===== src/rtl/dmac_main_controller_if.sv =====
// ---------------------------------------------------------------------------
// dmac_main_controller_if
//   AHB-side signals used by the DMAC main controller while it fetches the
//   four configuration words from the peripheral config window.
//
//   HReady        : AHB ready, driven by the bus (slave side)
//   M_HResp       : AHB response, 00 = OKAY, anything else = error
//   config_HTrans : HTRANS issued during the fetch (00 IDLE, 10 NONSEQ)
//   config_write  : HWRITE during the fetch, always 0
//   addr_inc_sel  : config word offset select (00=A0, 01=A4, 10=A8, 11=AC)
//
//   master : the controller view (drives transfer controls)
//   slave  : the bus / testbench view (drives ready and response)
// ---------------------------------------------------------------------------
interface dmac_main_controller_if;
  logic       HReady;
  logic [1:0] M_HResp;
  logic [1:0] config_HTrans;
  logic       config_write;
  logic [1:0] addr_inc_sel;

  modport master (
    input  HReady,
    input  M_HResp,
    output config_HTrans,
    output config_write,
    output addr_inc_sel
  );

  modport slave (
    output HReady,
    output M_HResp,
    input  config_HTrans,
    input  config_write,
    input  addr_inc_sel
  );
endinterface


===== src/rtl/dmac_main_controller.sv =====
// ---------------------------------------------------------------------------
// dmac_main_controller
//   Control FSM sequencing the DMAC main datapath. It arbitrates the two
//   peripheral request lines (peripheral 2 wins), fetches SAddr, DAddr, Size
//   and Ctrl from the granted peripheral's config window, validates the
//   config-valid bit, then enables the granted channel until its completion
//   interrupt arrives.
//
//   Parameters
//     ERR_ABORT : 1 = an AHB error response during the fetch aborts to IDLE
//                 with an err pulse; 0 = the word is captured regardless
//     CHK_CFG   : 1 = C_config low after the fetch is an error; 0 = no check
//
//   Ports
//     clk, rst            : clock, synchronous active-high reset
//     ahb                 : config-fetch AHB signals (master modport)
//     DmacReq[1:0]        : peripheral requests (bit1 = periph 2, bit0 = periph 1)
//     irq                 : channel transfer-complete
//     C_config            : config-valid bit from the captured Ctrl word
//     DmacReq_Reg_en      : latch DmacReq
//     PeriAddr_reg_en     : latch decoded peripheral base
//     SAddr/DAddr/Trans_sz/Ctrl_Reg_en : config register capture strobes
//     con_sel[1:0]        : master mux select (00 ch1, 01 ch2, 10 config)
//     con_en              : update the registered mux select
//     channel_en_1/2      : channel enables
//     busy                : high whenever the FSM is not idle
//     err                 : one-cycle error pulse
// ---------------------------------------------------------------------------
module dmac_main_controller #(
  parameter bit ERR_ABORT = 1'b1,
  parameter bit CHK_CFG   = 1'b1
) (
  input  logic                          clk,
  input  logic                          rst,
  dmac_main_controller_if.master        ahb,
  input  logic [1:0]                    DmacReq,
  input  logic                          irq,
  input  logic                          C_config,
  output logic                          DmacReq_Reg_en,
  output logic                          PeriAddr_reg_en,
  output logic                          SAddr_Reg_en,
  output logic                          DAddr_Reg_en,
  output logic                          Trans_sz_Reg_en,
  output logic                          Ctrl_Reg_en,
  output logic [1:0]                    con_sel,
  output logic                          con_en,
  output logic                          channel_en_1,
  output logic                          channel_en_2,
  output logic                          busy,
  output logic                          err
);

  typedef enum logic [2:0] {
    IDLE, LATCH, ADDR, DATA, CHECK, XFER, DONE, ERR
  } state_e;

  localparam logic [1:0] SEL_CONFIG = 2'b10;
  localparam logic [1:0] HTRANS_IDLE = 2'b00;
  localparam logic [1:0] HTRANS_NONSEQ = 2'b10;

  state_e     state_q, state_d;
  logic [1:0] wordCnt_q, wordCnt_d;
  logic       grant_q, grant_d;

  logic respErr;
  logic dataAccept;
  logic dataAbort;
  logic cfgOk;

  // Data-phase qualifiers. With ERR_ABORT cleared an error response is
  // treated exactly like OKAY, so the word is still captured.
  assign respErr    = (ahb.M_HResp != 2'b00);
  assign dataAccept = ahb.HReady && (!respErr || !ERR_ABORT);
  assign dataAbort  = ahb.HReady && respErr && ERR_ABORT;
  assign cfgOk      = !CHK_CFG || C_config;

  // State register, word counter and latched grant (0 = ch1, 1 = ch2).
  always_ff @(posedge clk) begin
    if (rst) begin
      state_q   <= IDLE;
      wordCnt_q <= 2'd0;
      grant_q   <= 1'b0;
    end else begin
      state_q   <= state_d;
      wordCnt_q <= wordCnt_d;
      grant_q   <= grant_d;
    end
  end

  // Next-state logic. The grant is only captured on the IDLE->LATCH move,
  // so request changes during a fetch or transfer have no effect.
  always_comb begin
    state_d   = state_q;
    wordCnt_d = wordCnt_q;
    grant_d   = grant_q;
    unique case (state_q)
      IDLE: begin
        if (DmacReq != 2'b00) begin
          state_d = LATCH;
          grant_d = DmacReq[1];
        end
      end
      LATCH: begin
        wordCnt_d = 2'd0;
        state_d   = ADDR;
      end
      ADDR: begin
        if (ahb.HReady) state_d = DATA;
      end
      DATA: begin
        if (dataAbort) begin
          state_d = ERR;
        end else if (dataAccept) begin
          if (wordCnt_q == 2'd3) begin
            state_d = CHECK;
          end else begin
            wordCnt_d = wordCnt_q + 2'd1;
            state_d   = ADDR;
          end
        end
      end
      CHECK: state_d = cfgOk ? XFER : ERR;
      XFER: begin
        if (irq) state_d = DONE;
      end
      DONE:    state_d = IDLE;
      ERR:     state_d = IDLE;
      default: state_d = IDLE;
    endcase
  end

  // Output decode. Mostly Moore; the capture strobes in DATA and the
  // mux update in CHECK also depend on the current bus/config inputs.
  always_comb begin
    DmacReq_Reg_en    = 1'b0;
    PeriAddr_reg_en   = 1'b0;
    SAddr_Reg_en      = 1'b0;
    DAddr_Reg_en      = 1'b0;
    Trans_sz_Reg_en   = 1'b0;
    Ctrl_Reg_en       = 1'b0;
    con_sel           = SEL_CONFIG;
    con_en            = 1'b0;
    channel_en_1      = 1'b0;
    channel_en_2      = 1'b0;
    busy              = (state_q != IDLE);
    err               = 1'b0;
    ahb.config_HTrans = HTRANS_IDLE;
    ahb.config_write  = 1'b0;
    ahb.addr_inc_sel  = 2'b00;
    unique case (state_q)
      IDLE: ;
      LATCH: begin
        DmacReq_Reg_en  = 1'b1;
        PeriAddr_reg_en = 1'b1;
        con_en          = 1'b1;
      end
      ADDR: begin
        ahb.config_HTrans = HTRANS_NONSEQ;
        ahb.addr_inc_sel  = wordCnt_q;
        con_en            = 1'b1;
      end
      DATA: begin
        ahb.addr_inc_sel = wordCnt_q;
        if (dataAccept) begin
          unique case (wordCnt_q)
            2'd0: SAddr_Reg_en    = 1'b1;
            2'd1: DAddr_Reg_en    = 1'b1;
            2'd2: Trans_sz_Reg_en = 1'b1;
            2'd3: Ctrl_Reg_en     = 1'b1;
            default: ;
          endcase
        end
      end
      CHECK: begin
        if (cfgOk) begin
          con_sel = {1'b0, grant_q};
          con_en  = 1'b1;
        end
      end
      XFER: begin
        con_sel      = {1'b0, grant_q};
        channel_en_1 = !grant_q;
        channel_en_2 = grant_q;
      end
      DONE: con_en = 1'b1;
      ERR: begin
        err    = 1'b1;
        con_en = 1'b1;
      end
      default: ;
    endcase
  end

endmodule

===== src/flat_wrapper.sv =====
// flat-port wrapper written by rule: the top's interface ports become plain ports
module dmac_main_controller_flat 
#(
  parameter bit ERR_ABORT = 1'b1,
  parameter bit CHK_CFG   = 1'b1
)
  (clk, rst, DmacReq, irq, C_config, DmacReq_Reg_en, PeriAddr_reg_en, SAddr_Reg_en, DAddr_Reg_en, Trans_sz_Reg_en, Ctrl_Reg_en, con_sel, con_en, channel_en_1, channel_en_2, busy, err, ahb_HReady, ahb_M_HResp, ahb_config_HTrans, ahb_config_write, ahb_addr_inc_sel);
  dmac_main_controller_if ahb_i ();
  input  logic clk;
  input  logic rst;
  input  logic [1:0] DmacReq;
  input  logic irq;
  input  logic C_config;
  output logic DmacReq_Reg_en;
  output logic PeriAddr_reg_en;
  output logic SAddr_Reg_en;
  output logic DAddr_Reg_en;
  output logic Trans_sz_Reg_en;
  output logic Ctrl_Reg_en;
  output logic [1:0] con_sel;
  output logic con_en;
  output logic channel_en_1;
  output logic channel_en_2;
  output logic busy;
  output logic err;
  input wire logic [$bits(ahb_i.HReady)-1:0] ahb_HReady;
  input wire logic [$bits(ahb_i.M_HResp)-1:0] ahb_M_HResp;
  output wire logic [$bits(ahb_i.config_HTrans)-1:0] ahb_config_HTrans;
  output wire logic [$bits(ahb_i.config_write)-1:0] ahb_config_write;
  output wire logic [$bits(ahb_i.addr_inc_sel)-1:0] ahb_addr_inc_sel;
  assign ahb_i.HReady = ahb_HReady;
  assign ahb_i.M_HResp = ahb_M_HResp;
  assign ahb_config_HTrans = ahb_i.config_HTrans;
  assign ahb_config_write = ahb_i.config_write;
  assign ahb_addr_inc_sel = ahb_i.addr_inc_sel;
  dmac_main_controller #(.ERR_ABORT(ERR_ABORT), .CHK_CFG(CHK_CFG)) u_core (.clk(clk), .rst(rst), .ahb(ahb_i), .DmacReq(DmacReq), .irq(irq), .C_config(C_config), .DmacReq_Reg_en(DmacReq_Reg_en), .PeriAddr_reg_en(PeriAddr_reg_en), .SAddr_Reg_en(SAddr_Reg_en), .DAddr_Reg_en(DAddr_Reg_en), .Trans_sz_Reg_en(Trans_sz_Reg_en), .Ctrl_Reg_en(Ctrl_Reg_en), .con_sel(con_sel), .con_en(con_en), .channel_en_1(channel_en_1), .channel_en_2(channel_en_2), .busy(busy), .err(err));
endmodule

===== config.mk =====
export PLATFORM = sky130hd
export DESIGN_NAME = dmac_main_controller_flat
export DESIGN_NICKNAME = d
export VERILOG_FILES = /design/src/rtl/dmac_main_controller_if.sv /design/src/rtl/dmac_main_controller.sv /design/src/flat_wrapper.sv
export SDC_FILE = /design/constraint.sdc
export NUM_CORES = 1
export LEC_CHECK = 0
export CORE_AREA = 2 2 41 43
export DETAILED_ROUTE_END_ITERATION = 12
export DIE_AREA = 0 0 43 45
export HOLD_SLACK_MARGIN = 0.15
export PLACE_DENSITY_LB_ADDON = 0.25
export REMOVE_ABC_BUFFERS = 1
export SYNTH_ARGS = -nofsm -noshare
export SYNTH_HDL_FRONTEND = slang
export SYNTH_SLANG_ARGS = --single-unit

===== constraint.sdc =====
create_clock -name clk -period 2.2 [get_ports clk]
set_input_delay 0.44 -clock clk [delete_from_list [all_inputs] [get_ports clk]]
set_output_delay 0.44 -clock clk [all_outputs]
set_load 0.005 [all_outputs]

==> results of run 1 <==
[layer usage]
metal	global-route usage, %	vias up	wire length [µm]
met1	21.4	291	662
met3	4.80	0	64
li1	-	332	-
met5	0	-	0
met4	5.45	0	0
met2	28.2	18	820
[stage by stage]
step	area, µm²	hold slack, ns
floorplan	571	0.493
global placement	883	0.513
detailed placement	883	0.536
CTS	913	0.545
global route	945	0.560
finish	945	0.544
[synthesized netlist by cell type (3+ instances only)]
| cell type | n | area (µm²) |
|---|---|---|
| nand2b_1 | 3 | 18.8 |
| and2_1 | 4 | 25.0 |
| buf_4 | 4 | 30.0 |
| nor2_1 | 5 | 18.8 |
| inv_1 | 7 | 26.3 |
| nand2_1 | 4 | 15.0 |
| ha_1 | 4 | 50.1 |
| dfxtp_1 | 6 | 120 |
| nor3_1 | 7 | 35.0 |
[state kept, by name, indices dropped and copies added (netlist names)]
name              flops
u_core.grant_q        1
u_core.state_q        3
u_core.wordCnt_q      2
[worst max-delay path by stage]
stage                            from         endpoint
floorplan           u_core.state_q[0]      Ctrl_Reg_en
global placement           ahb_HReady  Trans_sz_Reg_en
detailed placement         ahb_HReady      Ctrl_Reg_en
CTS                          C_config           con_en
global route        u_core.state_q[0]           con_en
finish              u_core.state_q[0]           con_en
[where the power goes]
part / leakage (nW) / internal [mW] / switching (mW) / total [mW]
sequential: 0.0494 / 0.117 / 0.00685 / 0.124
clock: 0.0138 / 0.0617 / 0.0390 / 0.101
combinational: 0.412 / 0.0868 / 0.0776 / 0.164
total: 0.475 / 0.266 / 0.123 / 0.389
[kinds of logic (layout without fill, tap and decap cells)]
| group | after synthesis | after routing | share of synthesized area (%) |
|---|---|---|---|
| AO/OA/AOI/OAI | 18 | 18 | 22.5 |
| flip-flops | 6 | 6 | 19.3 |
| multiplexers | 1 | 1 | 1.61 |
| buffers and inverters | 14 | 43 | 13.3 |
| other | 1 | 2 | 0.602 |
| AND/OR/NAND/NOR | 33 | 33 | 34.7 |
| adder cells (fa/ha/maj) | 4 | 4 | 8.03 |
[area by class of cell]
class                      count  area (µm²)
inverter                       7        26.3
fill                         140         527
multi-input combinational     58         434
timing repair buffer          33         320
clock buffer                   3        22.5
sequential                     6         121
tap                           16        20.0
[layout by cell type (no fill, tap or decap), types with 2 or more instances in the layout]
cell	netlist	final
buf_4	4	9
nand2b_1	3	3
dlymetal6s2s_1	0	6
clkdlybuf4s50_1	0	15
nand3b_1	2	2
dfxtp_1	6	5
nor2b_1	2	2
nor3_1	7	7
conb_1	1	2
and2_1	4	4
dlygate4sd2_1	0	2
nand2_1	4	3
clkbuf_4	0	3
nor2_1	5	5
a21oi_1	2	2
ha_1	4	4
inv_1	7	6
[worst reg2reg max path, cell delays in order (launching register included)]
cell     delay (ns)
dfxtp_1        0.33
ha_1           0.27
nor4b_2        0.34
o32ai_1        0.14
a31o_2         0.22
[what timing repair did]
| action | CTS | global route |
|---|---|---|
| setup endpoints to repair | 5 | 6 |
| hold buffers | 0 | 0 |
| endpoints found under the hold margin | 0 | 0 |
| pin swaps | 3 | 4 |
| buffers inserted | 1 | 1 |
| resized for setup | 6 | 10 |
==> results by group, run 1 <==
Outcome
  – Outcome: completed

Hold path
  – Destination of the worst hold path: u_core.wordCnt_q[1]
  – Hold path depth: 1
  – Class of the most critical hold timing path: reg -> reg
  – Worst min-delay path startpoint: u_core.wordCnt_q[1]

Critical path
  – R2R Path Start: u_core.wordCnt_q[0]
  – Maximum cell stage delay along the critical path: 0.44 ns
  – Path length in cells of the critical path: 4
  – Max Fanout on Critical Path: 14
  – Flop2flop setup slack: 0.78 ns
  – Family with the most delay on the worst path: buffers and inverters
  – Worst setup EP type: output port
  – Slowest stage cell on the critical path: clkdlybuf4s50_1
  – List of cells traversed by the critical path: buf_4, o21ai_2, a211o_1, clkdlybuf4s50_1
  – CP startpoint kind: flip-flop
  – Crit path kind: reg -> out
  – Critical R2R Capture: u_core.wordCnt_q[0]
  – CP Data Required Time: approximately 1.8 ns
  – Depth of the worst register-to-register path: 4
  – Worst path arrival time: 1.64 ns
  – Buffers plus inverters on the worst setup path: 2

Global routing
  – Global-route wire length before repair: 2450 µm
  – Aggregate global routing overflow: 0
  – Overall fraction of global-route tracks in use: 16.9%
  – Via count of the first global-routing pass: 575
  – Pin count of the biggest net entering global routing: 15
  – Number of antenna violations at the first check in global routing: 0

Floorplanning
  – Width of the die: 43 µm
  – Area of the placeable core: 1470 µm²
  – Floorplan row count: 14
  – Total die area: slightly below 2000 µm²
  – I/O pin count: 27
  – Die span in y: 45 µm
  – Starting density of the core: a little over two fifths

Synth
  – Distinct cell type count of the synthesized netlist: 37
  – Post-synthesis async set-or-reset flop share: 0%
  – Gate count after technology mapping: 77
  – Flop and latch count out of synthesis: 6
  – Sequential share of the synthesized area: 19.3%
  – Avg Cell Area, Syn: between 8 and 9 µm²
  – Ys flop type: dfxtp_1
  – Number of warnings reported in the yosys synthesis log: 0
  – Post-synthesis instance area: 623 µm²
  – Number of enable-type register cells in the synthesized netlist: 0

Power and ir drop
  – Design Power: 389 µW
  – Static Leakage: between 0.4 and 0.5 nW
  – Power density over the cells: 412 nW/µm²
  – IR Drop Worst-Case VDD: 0.000251 V

Cells and area
  – Diode count: 0
  – Layout Nets: 122
  – Fraction of layout instances using a drive strength above 1: 21.5%
  – Final instance count without filler cells: 123
  – Post-Route Utilization: about 64%
  – Synth-to-Final Area Change: 51.6%

Clock network
  – Number of H-tree levels: 1
  – CTS root buf: clkbuf_4
  – Number of buffers on the longest clock path: 2
  – Clock latency on the worst-skew pair: 0.25 ns
  – Count of clock tree sinks: 6
  – Clock-pin slew on the worst setup and hold paths: 0.04 ns
  – Clock tree from TritonCTS: done
  – Cts bufs inserted: 3

Placed design
  – Final weighted congestion in routability-driven placement: 0.731
  – Buffers added on ports: 24
  – Placement Setup Slack: -0.220 ns
  – Count of placed standard cells including taps: 118
  – Detailed-placement wirelength estimate: 1180 µm

Detailed routing
  – Number of antenna-violating nets in the routed design: 0
  – Final wirelength: 1550 µm
  – Iteration-0 DRC Markers: 5
  – Vias/cell: 5.21
  – Length of the first detailed-routing pass in iterations: 4
  – Post-detailed-route DRC marker count: 0
  – Vias post-DR: 641
  – Routed wire length per instance: 12.6 µm

Timing
  – Pins over their slew limit: 0
  – Final critical-path setup slack: approximately 0.12 ns
  – Final setup fails: 0
  – Ratio of final minimum period to clock period: a little over nine tenths
  – Clock skew: 0.0102 ns
  – Hold Fails Final Rpt: 0
  – Timing-limited maximum frequency: between 0.4 and 0.5 GHz
  – Setup repair after global routing missed its margin: false
  – Final worst path period need: 2.08 ns
  – Final-layout setup total negative slack: 0 ns

Run
  – Max_cap viols: 0
Note: power is estimated with default switching activity, not from simulation.
==> inputs of run 2 (changes only) <==
Settings changed: CAP_MARGIN set to 10.
==> results of run 2 <==
No change in the layout: final DEF, timing and power equal those of run 1.
==> inputs of run 3 (changes only) <==
Settings changed: TNS_END_PERCENT set to 50.
==> run 3 against run 2 <==
  * Via count decreased by 0.78%
  * Combinational power about the same
  * Core utilization decreased by 0.43 points
  * Clock skew unchanged
  * Non-clock buffer count unchanged
  * Clock-buffer cell count unchanged
  * Sequential cell count unchanged
  * First-iteration DRC count decreased by 20%
  * Worst hold slack unchanged
  * Cell area decreased by 0.66%
  * Routed wire length decreased by 1.4%
  * Largest cell class unchanged
  * Highest routed layer unchanged
==> results by group, run 3 (synthesis results as in run 1) <==
Global routing
  – Via count of the first global-routing pass: around 580
  – Number of antenna violations at the first check in global routing: 0
  – Pin count of the biggest net entering global routing: 15
  – Aggregate global routing overflow: 0
  – Global-route wire length before repair: 2450 µm
  – Overall fraction of global-route tracks in use: 16.9%

Critical path
  – Max Fanout on Critical Path: 10
  – Critical R2R Capture: u_core.wordCnt_q[0]
  – Depth of the worst register-to-register path: 4
  – Worst setup EP type: output port
  – Family with the most delay on the worst path: buffers and inverters
  – R2R Path Start: u_core.wordCnt_q[0]
  – Worst setup endpoint: con_sel[0]
  – Maximum cell stage delay along the critical path: 0.50 ns
  – Worst path arrival time: 1.68 ns
  – Slowest stage cell on the critical path: clkdlybuf4s50_1
  – Buffers plus inverters on the worst setup path: 2
  – CP startpoint kind: flip-flop
  – List of cells traversed by the critical path: buf_4, nand2b_1, o21bai_1, nor2_1, clkdlybuf4s50_1
  – Crit path kind: reg -> out
  – Path length in cells of the critical path: 5
  – CP Data Required Time: 1.76 ns
  – Flop2flop setup slack: 0.78 ns
  – Startpoint of the most critical setup path: u_core.state_q[1]

Timing
  – Pins over their slew limit: 0
  – Hold Fails Final Rpt: 0
  – Final setup fails: 0
  – Ratio of final minimum period to clock period: 96.4%
  – Setup repair after global routing missed its margin: true
  – Smallest hold slack: ~0.54 ns
  – Final-layout setup total negative slack: 0 ns
  – Final worst path period need: around 2.1 ns
  – Timing-limited maximum frequency: roughly 0.47 GHz
  – Clock skew: 0.0102 ns

Clock network
  – Number of buffers on the longest clock path: 2
  – Clock tree from TritonCTS: done
  – Number of H-tree levels: 1
  – Cts bufs inserted: 3
  – CTS root buf: clkbuf_4
  – Clock latency on the worst-skew pair: 0.25 ns
  – Hold buffer count at CTS: 0
  – Clock-pin slew on the worst setup and hold paths: around 0.050 ns
  – Count of clock tree sinks: 6

Placed design
  – DP Area: 883 µm²
  – Count of placed standard cells including taps: 118
  – Final weighted congestion in routability-driven placement: between 0.7 and 0.8
  – Detailed-placement wirelength estimate: 1180 µm
  – Buffers added on ports: 24

Detailed routing
  – Routed wire length per instance: 12.4 µm
  – Vias post-DR: 636
  – Length of the first detailed-routing pass in iterations: 4
  – Final wirelength: 1530 µm
  – Number of antenna-violating nets in the routed design: 0
  – Post-detailed-route DRC marker count: 0
  – Vias/cell: 5.17
  – Iteration-0 DRC Markers: 4

Cells and area
  – Synth-to-Final Area Change: 50.6%
  – Register with the highest flop count: u_core.state_q
  – Fraction of layout instances using a drive strength above 1: between 20% and 30%
  – Fin area: 938 µm²
  – Top flop regs: u_core.state_q: 3 flops, u_core.wordCnt_q: 2 flops, u_core.grant_q: 1 flops
  – Final instance count without filler cells: 123
  – Most frequent standard cell in the layout excluding fill and tap cells: clkdlybuf4s50_1
  – Highest-count cells in the layout ignoring fill and taps: 16 x clkdlybuf4s50_1, 9 x buf_4, 7 x nor3_1, 6 x inv_1
  – Area used by multi-input combinational logic: 430 µm²
  – Filler instances: 139
  – Diode count: 0
  – Max reg flops: 3
  – Layout Nets: 122
  – FF/Latch Area: 121 µm²

Hold path
  – Class of the most critical hold timing path: reg -> reg

Power and ir drop
  – IR Drop Worst-Case VDD: 0.000251 V
  – Design Power: between 300 and 400 µW
  – Power density over the cells: 413 nW/µm²
  – Static Leakage: 0.459 nW

Floorplanning
  – Floorplan row count: 14
  – Starting density of the core: 42.3%
  – Total die area: 1940 µm²
  – Area of the placeable core: 1470 µm²
  – I/O pin count: 27
  – Die span in y: 45 µm
  – Width of the die: about 43 µm

Outcome
  – Outcome: completed

Run
  – Max_cap viols: 0
-- run 3: timing repair --
action / CTS / global route
buffers inserted: 1 / 1
resized for setup: 6 / 8
pin swaps: 3 / 4
setup endpoints to repair: 5 / 6
-- run 3: layer usage --
layer  track usage [%]  vias up  routed length (µm)  share of wire [%]
met2              28.2       14                 779                 51
li1                  -      332                   -                  -
met3              4.80        0                  56                3.7
met4              5.45        0                   0                  0
met1              21.4      290                 690                 45
met5                 0        -                   0                  0
-- run 3: worst min path at each step --
stage / start / endpoint / slack (ns) / depth (start not counted)
after global placement: u_core.wordCnt_q[1] / u_core.wordCnt_q[1] / 0.51 / 1
final: u_core.wordCnt_q[1] / u_core.wordCnt_q[1] / 0.54 / 1
after floorplan: u_core.wordCnt_q[1] / u_core.wordCnt_q[1] / 0.49 / 1
after CTS: u_core.wordCnt_q[1] / u_core.wordCnt_q[1] / 0.54 / 1
after detailed placement: u_core.wordCnt_q[1] / u_core.wordCnt_q[1] / 0.54 / 1
after global routing: u_core.wordCnt_q[1] / u_core.wordCnt_q[1] / 0.56 / 1
-- run 3: area by class of cell --
cell class                 count  share of cell area, %
sequential                     6                   12.9
clock buffer                   3                   2.40
tap                           16                   2.13
timing repair buffer          33                   33.9
multi-input combinational     58                   45.9
inverter                       7                   2.80
-- run 3: stage by stage --
stage	setup slack (ns)	util, %
after floorplan	0.670	-
after global placement	-0.180	60.0
after detailed placement	-0.220	60.0
after CTS	0.00187	62.1
after global routing	-0.0125	63.8
final	0.0787	63.8
-- run 3: worst reg2reg max path, delay by kind of cell (launching register included) --
family                   cells  cell delay [ns]
flip-flops                   1             0.33
AND/OR/NAND/NOR              1             0.34
adder cells (fa/ha/maj)      1             0.27
AO/OA/AOI/OAI                2             0.36
-- run 3: power breakdown --
part	switching, mW	internal, mW
Clock	0.0390	0.0617
Combinational	0.0764	0.0867
Sequential	0.00683	0.117
